## src/rtl/player_turn_fsm_pkg.sv

```systemverilog
// Shared game types: player command encoding, turn FSM states and card constants.
package player_turn_fsm_pkg;

  typedef enum logic [1:0] {
    NONE  = 2'd0,
    HIT   = 2'd1,
    STAND = 2'd2
  } gameCommand;

  // State names carry an S_ prefix so they do not collide with the command literals.
  typedef enum logic [2:0] {
    S_IDLE     = 3'd0,
    S_DEAL     = 3'd1,
    S_WAIT_CMD = 3'd2,
    S_HIT      = 3'd3,
    S_DONE     = 3'd4
  } turn_state_t;

  localparam int ACE_BONUS  = 10;
  localparam int FACE_VALUE = 10;

endpackage

```

## src/rtl/player_turn_fsm_if.sv

```systemverilog
// Turn-level signal bundle: controller start, player keys, deck handshake and result outputs.
interface player_turn_fsm_if;
  import player_turn_fsm_pkg::*;

  logic       start_turn;
  logic       ready;
  gameCommand command;
  logic       card_valid;
  logic [3:0] card_value;
  logic       card_req;
  logic       turnIndicator;
  logic [4:0] hand_total;
  logic       soft_hand;
  logic       busted;
  logic       blackjack;
  logic       turn_done;

  // slave = the turn FSM, master = the surrounding game logic
  modport slave (
    input  start_turn, ready, command, card_valid, card_value,
    output card_req, turnIndicator, hand_total, soft_hand, busted, blackjack, turn_done
  );

  modport master (
    output start_turn, ready, command, card_valid, card_value,
    input  card_req, turnIndicator, hand_total, soft_hand, busted, blackjack, turn_done
  );

endinterface

```

## src/rtl/player_turn_fsm_hand_value.sv

```systemverilog
// Best blackjack hand value from the hard sum: one ace upgrades to 11 if that stays within TARGET.
module hand_value
  import player_turn_fsm_pkg::*;
#(
  parameter int TARGET = 21
) (
  input  logic [4:0] hard_sum,
  input  logic       ace_seen,
  output logic [4:0] hand_total,
  output logic       soft_hand
);

  assign soft_hand  = ace_seen && (hard_sum <= 5'(TARGET - ACE_BONUS));
  assign hand_total = soft_hand ? hard_sum + 5'(ACE_BONUS) : hard_sum;

endmodule

```

## src/rtl/player_turn_fsm.sv

```systemverilog
// One player turn: deal DEAL_CARDS cards, then serve HIT/STAND until stand, bust or TARGET.
module player_turn_fsm
  import player_turn_fsm_pkg::*;
#(
  parameter int DEAL_CARDS = 2,
  parameter int TARGET     = 21
) (
  input  logic              clk,
  input  logic              reset_n,
  player_turn_fsm_if.slave  io
);

  turn_state_t state;
  logic [4:0]  hard_sum;
  logic        ace_seen;
  logic [3:0]  card_count;
  logic        card_req;
  logic        turn_ind;
  logic        busted;
  logic        blackjack;
  logic        turn_done;
  logic        ready_q;

  logic [4:0]  hand_total;
  logic        soft_hand;
  logic [3:0]  cval;
  logic        take;
  logic        key_edge;

  hand_value #(.TARGET(TARGET)) u_hand (
    .hard_sum  (hard_sum),
    .ace_seen  (ace_seen),
    .hand_total(hand_total),
    .soft_hand (soft_hand)
  );

  // A zero rank is not a card: the request stays up until a real one arrives.
  assign take     = card_req && io.card_valid && (io.card_value != 4'd0);
  assign cval     = (io.card_value > 4'd10) ? 4'(FACE_VALUE) : io.card_value;
  assign key_edge = io.ready && !ready_q;

  always_ff @(posedge clk or negedge reset_n) begin
    if (!reset_n) begin
      state      <= S_IDLE;
      hard_sum   <= '0;
      ace_seen   <= 1'b0;
      card_count <= '0;
      card_req   <= 1'b0;
      turn_ind   <= 1'b0;
      busted     <= 1'b0;
      blackjack  <= 1'b0;
      turn_done  <= 1'b0;
      ready_q    <= 1'b0;
    end else begin
      ready_q   <= io.ready;
      turn_done <= 1'b0;

      if (take) begin
        hard_sum <= hard_sum + {1'b0, cval};
        ace_seen <= ace_seen | (cval == 4'd1);
        if (card_count != 4'hF) card_count <= card_count + 4'd1;
        card_req <= 1'b0;
      end

      case (state)
        S_IDLE: begin
          if (io.start_turn) begin
            hard_sum   <= '0;
            ace_seen   <= 1'b0;
            card_count <= '0;
            busted     <= 1'b0;
            blackjack  <= 1'b0;
            card_req   <= 1'b1;
            state      <= S_DEAL;
          end
        end

        // Evaluation happens in the cycle after each capture, once the sum registers settle.
        S_DEAL: begin
          if (!card_req) begin
            if (card_count >= 4'(DEAL_CARDS)) begin
              if (hand_total == 5'(TARGET)) begin
                blackjack <= 1'b1;
                turn_done <= 1'b1;
                state     <= S_DONE;
              end else begin
                turn_ind <= 1'b1;
                state    <= S_WAIT_CMD;
              end
            end else begin
              card_req <= 1'b1;
            end
          end
        end

        S_WAIT_CMD: begin
          if (key_edge && io.command == HIT) begin
            turn_ind <= 1'b0;
            card_req <= 1'b1;
            state    <= S_HIT;
          end else if (key_edge && io.command == STAND) begin
            turn_ind  <= 1'b0;
            turn_done <= 1'b1;
            state     <= S_DONE;
          end
        end

        S_HIT: begin
          if (!card_req) begin
            if (hard_sum > 5'(TARGET)) begin
              busted    <= 1'b1;
              turn_done <= 1'b1;
              state     <= S_DONE;
            end else if (hand_total == 5'(TARGET)) begin
              turn_done <= 1'b1;
              state     <= S_DONE;
            end else begin
              turn_ind <= 1'b1;
              state    <= S_WAIT_CMD;
            end
          end
        end

        S_DONE:  state <= S_IDLE;
        default: state <= S_IDLE;
      endcase
    end
  end

  assign io.card_req      = card_req;
  assign io.turnIndicator = turn_ind;
  assign io.hand_total    = hand_total;
  assign io.soft_hand     = soft_hand;
  assign io.busted        = busted;
  assign io.blackjack     = blackjack;
  assign io.turn_done     = turn_done;

endmodule

```

## src/flat_wrapper.sv

```systemverilog
// flat-port wrapper written by rule: the top's interface ports become plain ports
module player_turn_fsm_flat import player_turn_fsm_pkg::*;
#(
  parameter int DEAL_CARDS = 2,
  parameter int TARGET     = 21
)
  (clk, reset_n, io_start_turn, io_ready, io_command, io_card_valid, io_card_value, io_card_req, io_turnIndicator, io_hand_total, io_soft_hand, io_busted, io_blackjack, io_turn_done);
  player_turn_fsm_if io_i ();
  input  logic clk;
  input  logic reset_n;
  input wire logic [$bits(io_i.start_turn)-1:0] io_start_turn;
  input wire logic [$bits(io_i.ready)-1:0] io_ready;
  input wire logic [$bits(io_i.command)-1:0] io_command;
  input wire logic [$bits(io_i.card_valid)-1:0] io_card_valid;
  input wire logic [$bits(io_i.card_value)-1:0] io_card_value;
  output wire logic [$bits(io_i.card_req)-1:0] io_card_req;
  output wire logic [$bits(io_i.turnIndicator)-1:0] io_turnIndicator;
  output wire logic [$bits(io_i.hand_total)-1:0] io_hand_total;
  output wire logic [$bits(io_i.soft_hand)-1:0] io_soft_hand;
  output wire logic [$bits(io_i.busted)-1:0] io_busted;
  output wire logic [$bits(io_i.blackjack)-1:0] io_blackjack;
  output wire logic [$bits(io_i.turn_done)-1:0] io_turn_done;
  assign io_i.start_turn = io_start_turn;
  assign io_i.ready = io_ready;
  assign io_i.command = io_command;
  assign io_i.card_valid = io_card_valid;
  assign io_i.card_value = io_card_value;
  assign io_card_req = io_i.card_req;
  assign io_turnIndicator = io_i.turnIndicator;
  assign io_hand_total = io_i.hand_total;
  assign io_soft_hand = io_i.soft_hand;
  assign io_busted = io_i.busted;
  assign io_blackjack = io_i.blackjack;
  assign io_turn_done = io_i.turn_done;
  player_turn_fsm #(.DEAL_CARDS(DEAL_CARDS), .TARGET(TARGET)) u_core (.clk(clk), .reset_n(reset_n), .io(io_i));
endmodule
```

## config.mk

```make
export PLATFORM = sky130hd
export DESIGN_NAME = player_turn_fsm_flat
export DESIGN_NICKNAME = d
export VERILOG_FILES = /design/src/rtl/player_turn_fsm_pkg.sv /design/src/rtl/player_turn_fsm_if.sv /design/src/rtl/player_turn_fsm_hand_value.sv /design/src/rtl/player_turn_fsm.sv /design/src/flat_wrapper.sv
export SDC_FILE = /design/constraint.sdc
export NUM_CORES = 1
export LEC_CHECK = 0
export BUFFER_PORTS_ARGS = -buffer_cell sky130_fd_sc_hd__buf_2
export CORE_MARGIN = 2
export CORE_UTILIZATION = 30
export DETAILED_ROUTE_END_ITERATION = 8
export SLEW_MARGIN = 10
export SYNTH_ARGS = -nofsm -noshare
export SYNTH_HDL_FRONTEND = slang
export SYNTH_SLANG_ARGS = --single-unit
```

## constraint.sdc

```tcl
create_clock -name clk -period 2.46 [get_ports clk]
set_input_delay 0.492 -clock clk [delete_from_list [all_inputs] [get_ports clk]]
set_output_delay 0.492 -clock clk [all_outputs]
set_load 0.02 [all_outputs]
```

* Word-level counts from Yosys, hierarchy flattened
Index checks and enable logic that the tools add are counted.
** Word-level totals
- Register bits after elaboration :: 19
- Bits in latches :: 0
- Bits in writable memories :: 0
- Bits in read-only memories :: 0
- Input port bits :: 11
- Output and inout bits :: 11
- Memories :: 0
** Operators by class
- $add $sub $neg :: 3
- $mul :: 0
- Div/mod/pow operators :: 0
- Magnitude comparators :: 4
- Equal/unequal tests :: 16
- Shift-type cells :: 0
- Multiplexer cells :: 51
- Bitwise logic cells :: 1
- Reductions and logical operators :: 16
** Operators with widths (number)
- $mux 1 :: 28
- $mux 3 :: 8
- $mux 4 :: 5
- $mux 5 :: 4
- $pmux 3 s4 :: 1
- $reduce_and 5->1 :: 2
- $pmux 1 s3 :: 3
- $ne 2x2->1 const B :: 4
- $eq 3x2->1 const B :: 2
- $logic_and 1x1->1 :: 6
- $ne 2x1->1 const B :: 3
- $reduce_and 6->1 :: 1
- $add 5x4->5 :: 1
- $add 5x4->5 const B :: 1
- $eq 5x5->1 const B :: 1
- $gt 5x5->1 const B :: 1
- $le 5x4->1 const B :: 1
- $add 4x1->4 const B :: 1
- $eq 4x1->1 const B :: 1
- $ge 4x2->1 const B :: 1
- $gt 4x4->1 const B :: 1
- $ne 4x4->1 const B :: 1
- $pmux 1 s2 :: 2
- $reduce_and 4->1 :: 1
- other kinds (10) :: 11

* Logic depth before layout (Yosys ltp)
- Depth after elaboration :: 8
- Gate-level depth with buffers :: 8
- Mapped depth without buffers :: 8

* Cells and area by module
Synthesis repeated with hierarchy kept, for this count alone.
** Second synthesis, totals
- Cells, all modules :: 129
- Area total of the unflattened synthesis :: 1237.4 sq um
** Modules (own cells, without submodules)
- player_turn_fsm :: times used 1, cells each 111, area an instance 1096.1 sq um, sequential area each 475.5 sq um
- hand_value :: times used 1, cells each 18, area an instance 141.4 sq um, sequential area each 0.0 sq um

* Worst setup path before layout
Ideal clock, no wire load.
- Kind :: register to output
- From :: reg u_core.hard_sum[1]
- To :: out io_hand_total[2]
- Arrival :: 1.491 ns
- Required time :: 1.968 ns
- Setup slack :: 0.477 ns
- Stages on the path, launching flop included :: 5
- Buffers on the path :: 0
- Cells stage by stage :: dfrtp_1 -> ha_1 -> nand4b_1 -> nand3_1 -> o21ai_0
** On the way
- Longest elaborated chain between the ends :: 3
- Elaborated cells between the ends (all ways) :: 4
- Those cells by class :: add/sub: 1; order compare: 1; mux: 1; reduce/logical: 1
** RTL lines
- start, declared :: RTL line player_turn_fsm.sv:14 : logic [4:0] hard_sum;
- start signal, assigned :: RTL line player_turn_fsm.sv:59 : hard_sum <= hard_sum + {1'b0, cval};
- $le 5x4->1 :: RTL line player_turn_fsm_hand_value.sv:13 : assign soft_hand = ace_seen && (hard_sum <= 5'(TARGET - ACE_BONUS));
- $logic_and 1x1->1 :: RTL line player_turn_fsm_hand_value.sv:13
- $mux 5 * :: RTL line player_turn_fsm_hand_value.sv:14 : assign hand_total = soft_hand ? hard_sum + 5'(ACE_BONUS) : hard_sum;
- end, declared :: RTL line flat_wrapper.sv:18 : output wire logic [$bits(io_i.hand_total)-1:0] io_hand_total;
Mark *: on every way between the ends. The rest lies on a longest branch, timed or not.

* Worst setup path after layout
Ends and elaborated chain as after synthesis.

==> flow_metrics.env <==
export IMPL_outcome="complete, no violations"
export IMPL_period_needed_ns=2.235
export IMPL_worst_ir_drop_vdd_mv=0.4911
export IMPL_p_per_area_nw_per_um2=1037
export IMPL_routedWlPerCell_um=13.18
export IMPL_synth_cells=143
export IMPL_cts_resized=0
export IMPL_fin_setup_tns_ns=0
export IMPL_drt_iter0_markers=28
export IMPL_path_cells="ha_1 -> nand4b_1 -> nand3_1 -> nand2_1 -> o21ai_0 -> buf_2"
export IMPL_synth_edff_count=0
export IMPL_area_delta_synth_final_pct=13.57
export IMPL_antenna_left=0
export IMPL_synth_fp_nets=164
export IMPL_max_slew_margin=0.4988
export IMPL_grt_start_max_net_pins=20
export IMPL_ys_async_sr_fraction=1.000
export IMPL_hp_class="in -> async"
export IMPL_start_util=0.3112
export IMPL_fin_area_um2=1539
export IMPL_r2r_end="u_core.state[2]"
export IMPL_vias=1135
export IMPL_postCtsHoldBufs=0
export IMPL_clock_latency_ns=0.25
export IMPL_grt_pass1_vias=1139
export IMPL_die_area_um2=5070
export IMPL_die_w_um=71.21
export IMPL_synth_ff_type="dfrtp_1"
export IMPL_crit_arrival_ns=1.74
export IMPL_dpl_cell_area_um2=1494
export IMPL_slowest_delay_ns=0.63
export IMPL_fmax_ghz=0.4474
export IMPL_cp_max_fo=11
export IMPL_drive_above_1_share=0.2222
export IMPL_dr_pass1_iters=4
export IMPL_core_um2=4354
export IMPL_fin_crit_sh=0.9086
export IMPL_drc=0
export IMPL_crit_required_ns=1.97
export IMPL_r2r_start="u_core.hard_sum[1]"
export IMPL_drt_wl_total_um=2820
export IMPL_cts_tree="yes"
export IMPL_hold_viol=0
export IMPL_fin_nets=184
export IMPL_worstSetupPathType="reg -> out"
export IMPL_worst_pin_slew_ns=0.7499
export IMPL_final_cell_mix="buf_2, dfrtp_1, nand2_1, nor2_1, ha_1"
export IMPL_netlist_area_um2=1355
export IMPL_cts_root_buf="clkbuf_8"
export IMPL_crit_path_top_delay_cell="dfrtp_1"
export IMPL_grt_ovfl_total=0
export IMPL_die_h_um=71.21
export IMPL_drv_cap=0
export IMPL_ys_seq_area_frac=0.3509
export IMPL_place_gp_congestion=0.7181
export IMPL_report_final_setup_viol=0
export IMPL_slew_viol_final=0
export IMPL_ys_ff_latch=19
export IMPL_syn_area_per_cell_um2=9.476
export IMPL_ys_warn_count=0
export IMPL_rr_worst_depth=6
export IMPL_cts_made_buffers=3
export IMPL_rsz0062_at_grt="no"
export IMPL_cts_setup_buffers=0
export IMPL_start_kind="register"
export IMPL_leakagePower_nw=0.6926
export IMPL_end_kind="output port"
export IMPL_antenna_found_initial=0
export IMPL_n_fill_cell=449
export IMPL_r2r_slack_ns=0.43
export IMPL_port_buffers=21
export IMPL_io_pins=22
export IMPL_n_antenna_cell=0
export IMPL_yosysUniqueCellTypes=49
export IMPL_clk_pin_slew_worst_paths_ns=0.07
export IMPL_clock_sinks=19
export IMPL_viasPerCell=5.304
export IMPL_final_common_cell="buf_2"
export IMPL_cts_buffer_depth=2
export IMPL_grt_pass1_wl_um=5112
export IMPL_hpwl_um=2224
export IMPL_fin_skew_ns=0.0007256
export IMPL_num_rows=24
export IMPL_h_tree_depth=1
export IMPL_crit_family="flip-flops"
export IMPL_grt_use_total=0.1224
export IMPL_path_buf_inv=1
[synth_stat cells, types with 4 or more instances]
cell type  count  area [um^2]
ha_1           9        112.6
a21oi_1        8        40.04
nor3_1         5        25.02
nor2_1        10        37.54
nand2_1       11        41.29
inv_1          6        22.52
dfrtp_1       19        475.5
nand3_1        4        20.02
o21ai_0        6        30.03
a211oi_1       4        30.03
nor2b_1        8        50.05
[where the power goes]
part / switching [mW] / internal (mW)
combinational: 0.431 / 0.342
sequential: 0.197 / 0.408
clock: 0.103 / 0.115
[area by class of cell]
| type | count | area (um^2) | share of cell area |
|---|---|---|---|
| sequential | 19 | 475.5 | 0.3089 |
| clock buffer | 4 | 45.04 | 0.02927 |
| multi-input combinational | 110 | 814.5 | 0.5293 |
| tap | 52 | 65.06 | 0.04228 |
| inverter | 7 | 26.28 | 0.01707 |
| timing repair buffer | 22 | 112.6 | 0.07317 |
[kinds of logic after synthesis]
| group | share of synthesized area |
|---|---|
| DFF | 0.3509 |
| AOI/OAI and AO/OA | 0.1985 |
| adders and majority gates | 0.09788 |
| buffers and inverters | 0.05262 |
| xor gates and xnor gates | 0.02586 |
| and+or+nand+nor | 0.2743 |
[worst max-delay path by stage]
stage / cells past startpoint / end / startpoint / slack [ns]
2_1_floorplan: 4 / io_hand_total[2] / u_core.hard_sum[1] / 0.48
3_3_place_gp: 9 / u_core.hard_sum[4] / io_card_value[3] / 0.30
3_5_place_dp: 9 / u_core.hard_sum[4] / io_card_value[3] / 0.25
4_1_cts: 6 / io_hand_total[2] / u_core.hard_sum[2] / 0.22
5_1_grt: 6 / io_hand_total[2] / u_core.hard_sum[1] / 0.05
6_report: 6 / io_hand_total[2] / u_core.hard_sum[1] / 0.22
[per-layer routing]
layer  share of wire  global-route usage  vias up
met4          0.0060             0.03774        0
met5               0                   0        -
met3           0.033             0.01709        2
li1                -                   -      569
met2            0.46              0.1955       13
met1            0.50              0.1715      551
[state kept, by name, summed over array words and instances, names as in the netlist]
signal and flops:
u_core.io.busted 1, u_core.ready_q 1, u_core.card_count 4, u_core.hard_sum 5
u_core.io.card_req 1, u_core.ace_seen 1, u_core.state 3, u_core.io.turn_done 1
u_core.io.turnIndicator 1, u_core.io.blackjack 1
[worst reg2reg max path, cell delays in order (launching register included)]
cell	delay, ns
dfrtp_1	0.63
inv_1	0.12
ha_1	0.33
and3b_1	0.21
o2111a_2	0.24
a211oi_2	0.07
o41ai_1	0.32
[stage by stage]
stage	hold WS [ns]	cells	util	power [mW]	setup WS (ns)
global route	0.2160	214	0.3534	1.746	0.05334
detailed placement	0.4653	210	0.3431	1.392	0.2458
finish	0.1726	214	0.3534	1.596	0.2247
global placement	0.4617	210	0.3431	1.380	0.3016
floorplan	0.1964	143	-	1.195	0.4775
CTS	0.1864	214	0.3534	1.613	0.2250
Power figures use the tool's default switching activity.
